File: config.mk
export PLATFORM = sky130hd
export DESIGN_NAME = addac_acc_ctrl
export DESIGN_NICKNAME = d
export VERILOG_FILES = /design/src/rtl/addac_pkg.sv /design/src/rtl/addac_alu.sv /design/src/rtl/addac_acc_ctrl.sv
export SDC_FILE = /design/constraint.sdc
export NUM_CORES = 1
export LEC_CHECK = 0
export ABC_AREA = 1
export CAP_MARGIN = 15
export CORE_MARGIN = 5
export CORE_UTILIZATION = 55
export CTS_BUF_LIST = sky130_fd_sc_hd__clkbuf_16
export DETAILED_ROUTE_END_ITERATION = 8
export HOLD_SLACK_MARGIN = 0.08
export PLACE_DENSITY_LB_ADDON = 0.05
export SETUP_SLACK_MARGIN = 0.1
export SYNTH_ARGS = -nofsm -noshare
export SYNTH_HDL_FRONTEND = slang
export SYNTH_HIERARCHICAL = 1
export SYNTH_SLANG_ARGS = --single-unit
export TNS_END_PERCENT = 5
File: constraint.sdc
create_clock -name clk -period 2.7 [get_ports clk]
set_input_delay 0.54 -clock clk [delete_from_list [all_inputs] [get_ports clk]]
set_output_delay 0.54 -clock clk [all_outputs]
set_load 0.01 [all_outputs]
File: src/rtl/addac_pkg.sv
// addac_pkg: opcode and state encodings shared by the ADDAC accumulator sequencer.
package addac_pkg;

    localparam int OP_W = 3;

    typedef enum logic [OP_W-1:0] {
        OP_NOP   = 3'd0,
        OP_CLR   = 3'd1,
        OP_LOAD  = 3'd2,
        OP_ADD   = 3'd3,
        OP_SUB   = 3'd4,
        OP_STORE = 3'd5,
        OP_ADDN  = 3'd6,
        OP_RSVD  = 3'd7
    } addac_op_e;

    typedef enum logic [1:0] {
        S_IDLE = 2'd0,
        S_EXEC = 2'd1,
        S_REPT = 2'd2,
        S_RESP = 2'd3
    } addac_state_e;

endpackage

File: src/rtl/addac_alu.sv
// addac_alu: combinational accumulator step; ADDAC_SAT_EN clamps on overflow/underflow instead of wrapping.
module addac_alu
    import addac_pkg::*;
#(
    parameter int WIDTH = 8
) (
    input  logic [WIDTH-1:0] acc,
    input  logic [WIDTH-1:0] operand,
    input  addac_op_e        op,
    output logic [WIDTH-1:0] nxt,
    output logic             cy
);

    logic [WIDTH:0] sum;
    logic [WIDTH:0] dif;

    assign sum = {1'b0, acc} + {1'b0, operand};
    assign dif = {1'b0, acc} - {1'b0, operand};

    always_comb begin
        nxt = acc;
        cy  = 1'b0;
        case (op)
            OP_CLR:          nxt = '0;
            OP_LOAD:         nxt = operand;
            OP_ADD, OP_ADDN: begin
                cy  = sum[WIDTH];
                nxt = sum[WIDTH-1:0];
            end
            OP_SUB: begin
                cy  = dif[WIDTH];
                nxt = dif[WIDTH-1:0];
            end
            default: ;
        endcase
`ifdef ADDAC_SAT_EN
        if (cy) nxt = (op == OP_SUB) ? '0 : '1;
`endif
    end

endmodule

File: src/rtl/addac_acc_ctrl.sv
// addac_acc_ctrl: command sequencer owning the accumulator, ADDN repeat loop and result handshake.
// Saturating arithmetic is selected by defining ADDAC_SAT_EN (see addac_alu).
module addac_acc_ctrl
    import addac_pkg::*;
#(
    parameter int WIDTH = 8,
    parameter int CW    = 4
) (
    input  logic             clk,
    input  logic             rst,
    input  logic             cmd_valid,
    output logic             cmd_ready,
    input  logic [OP_W-1:0]  cmd_op,
    input  logic [WIDTH-1:0] cmd_data,
    input  logic [CW-1:0]    cmd_cnt,
    output logic             res_valid,
    input  logic             res_ready,
    output logic [WIDTH-1:0] res_data,
    output logic [WIDTH-1:0] acc_q,
    output logic             flag_z,
    output logic             flag_c,
    output logic             busy
);

    addac_state_e     state, state_d;
    addac_op_e        op_r, alu_op;
    logic [WIDTH-1:0] data_r, acc, alu_acc;
    logic [CW-1:0]    cnt_r, rem;
    logic             alu_c, acc_en;

    addac_alu #(.WIDTH(WIDTH)) u_alu (
        .acc     (acc),
        .operand (data_r),
        .op      (alu_op),
        .nxt     (alu_acc),
        .cy      (alu_c)
    );

    always_ff @(posedge clk) begin
        if (!rst) state <= S_IDLE;
        else      state <= state_d;
    end

    always_comb begin
        state_d   = state;
        cmd_ready = (state == S_IDLE);
        busy      = (state != S_IDLE);
        alu_op    = (state == S_REPT) ? OP_ADDN : op_r;
        acc_en    = (state == S_REPT) ||
                    (state == S_EXEC && (op_r == OP_CLR || op_r == OP_LOAD ||
                                         op_r == OP_ADD || op_r == OP_SUB));
        case (state)
            S_IDLE: state_d = cmd_valid ? S_EXEC : S_IDLE;
            S_EXEC: state_d = (op_r == OP_STORE) ? S_RESP :
                              (op_r == OP_ADDN && cnt_r != '0) ? S_REPT : S_IDLE;
            S_REPT: state_d = (rem == CW'(1)) ? S_IDLE : S_REPT;
            S_RESP: state_d = res_ready ? S_IDLE : S_RESP;
            default: state_d = S_IDLE;
        endcase
    end

    always_ff @(posedge clk) begin
        if (!rst) begin
            op_r      <= OP_NOP;
            data_r    <= '0;
            cnt_r     <= '0;
            rem       <= '0;
            acc       <= '0;
            flag_c    <= 1'b0;
            res_valid <= 1'b0;
            res_data  <= '0;
        end else begin
            if (state == S_IDLE && cmd_valid) begin
                op_r   <= addac_op_e'(cmd_op);
                data_r <= cmd_data;
                cnt_r  <= cmd_cnt;
            end
            if (acc_en) acc <= alu_acc;
            // carry is sticky only within one ADDN loop: first step (rem==cnt_r) starts fresh
            if (state == S_EXEC && acc_en) flag_c <= alu_c;
            if (state == S_REPT) flag_c <= alu_c | (flag_c & (rem != cnt_r));
            if (state == S_EXEC) rem <= cnt_r;
            if (state == S_REPT) rem <= rem - CW'(1);
            if (state == S_EXEC && op_r == OP_STORE) begin
                res_data  <= acc;
                res_valid <= 1'b1;
            end
            if (state == S_RESP && res_ready) res_valid <= 1'b0;
        end
    end

    assign acc_q  = acc;
    assign flag_z = (acc == '0);

endmodule
Yosys cells after proc, flatten, opt, wreduce, memory -nomap -nowiden
Cells that the tools add are included.
- add/subtract/negate cells: 3
- eq/ne operators: 16
- muxes and demuxes: 13
- bitwise gates (word level): 3
- reduce and logical (&&, ||, !) cells: 20
- operators with widths (operator ; count):
    $pmux 8 s4 ; 1
    $eq 3x3->1 const B ; 5
    $eq 3x2->1 const B ; 4
    $add 8x8->9 ; 1
    $sub 8x8->9 ; 1
    $logic_not 8->1 ; 1
    $mux 2 ; 4
    $mux 4 ; 2
    $pmux 2 s4 ; 1
    $reduce_bool 4->1 ; 2
    $eq 3x1->1 const B ; 2
    $logic_and 1x1->1 ; 6
    $reduce_bool 2->1 ; 3
    $eq 2x2->1 const B ; 2
    $eq 4x1->1 const B ; 1
    $logic_or 1x1->1 ; 4
    $ne 4x4->1 ; 1
    $reduce_or 2->1 ; 2
    $sub 4x1->4 const B ; 1
    $mux 1 ; 3
    $mux 3 ; 1
    $eq 2x1->1 const B ; 1
    $logic_not 2->1 ; 1
    $pmux 1 s2 ; 1
    other kinds (4) ; 4
- flip-flop bits (word level): 39
- input port bits: 19
- output and inout port bits: 21
- logic and storage cells: 64

Longest topological paths before layout
- word-level depth: 9
- gate-level depth with buffers: 13
- gate-level depth less buffers: 13

Hierarchy
The synthesis kept the hierarchy.
- modules (own cells, without submodules) (module ; instances ; cells each ; area an instance (um^2) ; seq. area each (um^2)):
    addac_acc_ctrl ; 1 ; 221 ; 1671.6 ; 780.7
    addac_alu ; 1 ; 184 ; 1004.7 ; 0.0

Least setup slack after synthesis
OpenSTA, ideal clock, no wires.
- path type: register to register
- start point: register state[0]
- end point: register acc[1], in the netlist acc_q[1]
- setup time: 0.070 ns
- data arrival time: 1.821 ns
- data required time: 2.630 ns
- slack: 0.809 ns
- cell stages (with the launch flop): 13
- path buffers: 1
- clock period less this slack: 1.891 ns
- cell sequence: dfxtp_1 > inv_1 > ha_1 > buf_2 > inv_1 > nand2_1 > a21oi_2 > a21oi_4 > nor3b_2 > nand2_1 > nand4_1 > inv_1 > a21oi_1
- elaborated cells on any way between the ends: 14
- classes of those cells: eq/ne: 7; mux: 2; reduce/logical: 5
- RTL lines (what ; RTL line ; source):
    start, declared ; addac_acc_ctrl.sv:25 ; addac_state_e state, state_d;
    start signal, assigned ; addac_acc_ctrl.sv:41 ; else state <= state_d;
    $eq 2x2->1 * ; addac_acc_ctrl.sv:48 ; alu_op = (state == S_REPT) ? OP_ADDN : op_r;
    $mux 3 * ; addac_acc_ctrl.sv:48 ;
    via alu_op[2] ; addac_acc_ctrl.sv:26 ; addac_op_e op_r, alu_op;
    $eq 3x2->1 or $eq 3x3->1 (tied branches) ; addac_alu.sv:23 ; case (op)
    $reduce_or 2->1 ; addac_alu.sv:23 ;
    $pmux 8 s4 * ; addac_alu.sv:23 ;
    via alu_acc[1] ; addac_acc_ctrl.sv:27 ; logic [WIDTH-1:0] data_r, acc, alu_acc;
    end signal, assigned ; addac_acc_ctrl.sv:78 ; if (acc_en) acc <= alu_acc;
    end, declared ; addac_acc_ctrl.sv:27 ;
The timed path passes the listed nets; every way through them passes the cells marked *.
A chain may end at the register's enable or synchronous reset.

Final worst setup path
- start point: register acc[1], in the netlist acc_q[1]
- end point: output port flag_z
- cells in the longest elaborated chain, start to end: 1
- ends and longest elaborated chain (what ; RTL line ; source):
    $logic_not 8->1 ; addac_acc_ctrl.sv:93 ; assign flag_z = (acc == '0);
    end, declared ; addac_acc_ctrl.sv:20 ; output logic flag_z,
No other way between the ends.

==> reports/metrics.cfg <==
[grt]
antenna_found_initial = 0
grt_pass1_vias = 2573
grt_pass1_wl_mm = 11.76
grt_max_degree = 30
grt_use_total_pct = 22.98
grt_overflow = 0

[floorplan]
core_mm2 = 0.004723
fp.dieW_um = 79.76
ios = 40
die_h_um = 79.76
fp.dieArea_mm2 = 0.006361
row_count = 25
initial_core_util_pct = 56.66

[critical_path]
path_buf_inv = 1
cpMaxStageDelayCell = clkdlybuf4s50_1
crit_path_end_kind = output port
crit_start = acc_q[1]$_SDFFE_PN0P_
critPathTopFamily = buffers and inverters
path_cells = nor4_1 -> and2_1 -> clkdlybuf4s50_1
critPathMaxFanout = 9
regToRegStartpoint = state[0]$_SDFF_PN0_
critical_path_required_ps = 2160
slowest_delay_ps = 540
arrival_ps = 1710
path_class = flip-flop to output port
crit_path_start_kind = flip-flop

[clock_network]
post_cts_buffers = 0
cts_resized = 0
cts_buffer_depth = 2
cts_max_level = 2
cts_made_buffers = 5
root_buffer = clkbuf_16
path_clk_slew_ps = 60
clk_latency_ps = 270
cts_sinks = 39
cts_tree = done
ctsHoldBuffers = 0

[pwr]
ir_drop_v = 0.0003706
leakage_nw = 1.569
power.total_mw = 1.633
p_per_area_mw_per_mm2 = 498.6

[worst_hold_path]
hp-class = flip-flop to flip-flop
hp-start = flag_c$_SDFFE_PN0P_

[timing]
final.setup.tns_ps = 0
rsz0062_at_grt = no
skew_ps = 2.498
fin_ws_ps = 453.7
slew_headroom_pct = 53.85
whs_ps = 486.1
setup_viol = 0
finalHoldViolCount = 0
fin_crit_ps = 2246
tightestPinTransition_ps = 692.1
slew_viol_final = 0
fmax_mhz = 445.2
period_share_pct = 83.20

[outcome]
status = finished clean

[routing]
vias = 2699
remaining_drc_errors = 0
via_per_inst = 5.241
wl_mm = 6.725
wl_per_cell_um = 13.06
first_iter_violations = 130
ant_nets = 0
dr.pass1.iters = 4

[synthesis]
synth.avg_cell_area_um2 = 6.608
yosysTopAreaCell = dfxtp_1
yosysTopAreaCellShare_pct = 29.17
synthTopCellsByArea = dfxtp_1 29%, nand2_1 12%, ha_1 10%
ys_ff_latch = 39
ys_seq_area_share_pct = 29.17
yosysWarningCount = 6
synth_cell_type_count = 38
synth_fp_nets = 448
syn_area_mm2 = 0.002676
syn_inst = 405

[place]
io_buffers = 39
dpl.hpwl_mm = 5.169
pre_cts_ws_ps = 588.6
gp_congestion = 0.8854

[flow_run]
drv_cap = 0

[finish]
syn2layout_area_growth_pct = 22.35
antennaDiodeCount = 0
final_cell_mix = 89 x nand2_1, 64 x inv_1, 46 x nor2_1
fin_util_pct = 69.32
layout_commonest_cell = nand2_1
nNetsFinal = 490
drive_gt1_share_pct = 6.027

-- worst min-delay path: cells and delay by family, from the launching register on --
kind	cells	cell delay, ps
compound gates	1	40
flops	1	320
simple gates	1	80
-- per-layer routing --
metal	GRT usage [%]	part of all wire, %
met2	38.23	48
met3	4.402	4.6
met4	8.277	1.4
met5	0	0
met1	29.53	46
-- kinds of logic (layout without fill, tap and decap cells) --
logic type / after synthesis / in the layout / share of synthesized area, %
DFF: 39 / 39 / 29.17
adders and majority gates: 24 / 24 / 11.78
buffers and inverters: 73 / 116 / 10.80
xor gates and xnor gates: 1 / 1 / 0.3273
and+or+nand+nor: 193 / 193 / 31.70
AOI/OAI and AO/OA: 75 / 75 / 16.22
-- cell type report --
type / instances / area, µm²
Multi-Input combinational cell: 293 / 1607
Timing Repair Buffer: 43 / 420.4
Sequential cell: 39 / 780.7
Fill cell: 424 / 1449
Clock inverter: 3 / 11.26
Clock buffer: 5 / 125.1
Inverter: 65 / 246.5
Tap cell: 67 / 83.83
-- path summary, 6_finish.rpt --
kind / endpoint / slack (ps) / cells after the start
max: flag_z / 450 / 3
min: flag_c$_SDFFE_PN0P_ / 490 / 2
max reg2reg: acc_q[1]$_SDFFE_PN0P_ / 540 / 11
min reg2reg: flag_c$_SDFFE_PN0P_ / 490 / 2
-- registers in the layout, indices dropped and copies added, names as in the netlist --
signal	flops
acc_q	8
data_r	8
res_data	8
cnt_r	4
rem	4
op_r	3
state	2
flag_c	1
res_valid	1
-- synth_stat cells --
library cell,n
nand2_2,2
ha_1,22
or2_2,1
inv_1,63
inv_2,1
o21bai_1,1
buf_2,1
a221oi_1,1
dfxtp_1,39
o21ai_2,3
clkbuf_1,5
nand2_1,89
o221ai_1,1
nor3_2,1
nor3_1,5
xor2_1,1
o21ai_1,1
nand3_1,25
nand4_1,15
nor4_1,2
nor2_2,1
nand3_2,1
a31oi_1,1
buf_6,1
a21oi_1,24
o31ai_1,1
nand3b_1,2
and2_1,2
nor2_1,46
o21ai_0,34
inv_4,1
a21oi_2,5
o22ai_1,1
a21oi_4,1
buf_4,1
a211oi_1,1
nor3b_2,1
fa_1,2
-- stage by stage --
stage	instance area [µm²]	std cells
after floorplan	2676	405
after global placement	3138	507
after detailed placement	3138	507
after global routing	3274	515
after CTS	3274	515
final	3274	515
-- power by group --
group | internal [mW] | switching, mW
Combinational | 0.177 | 0.258
Clock | 0.332 | 0.215
Sequential | 0.608 | 0.0416
Total | 1.12 | 0.515
No activity file was read; power rests on OpenSTA's default activity.
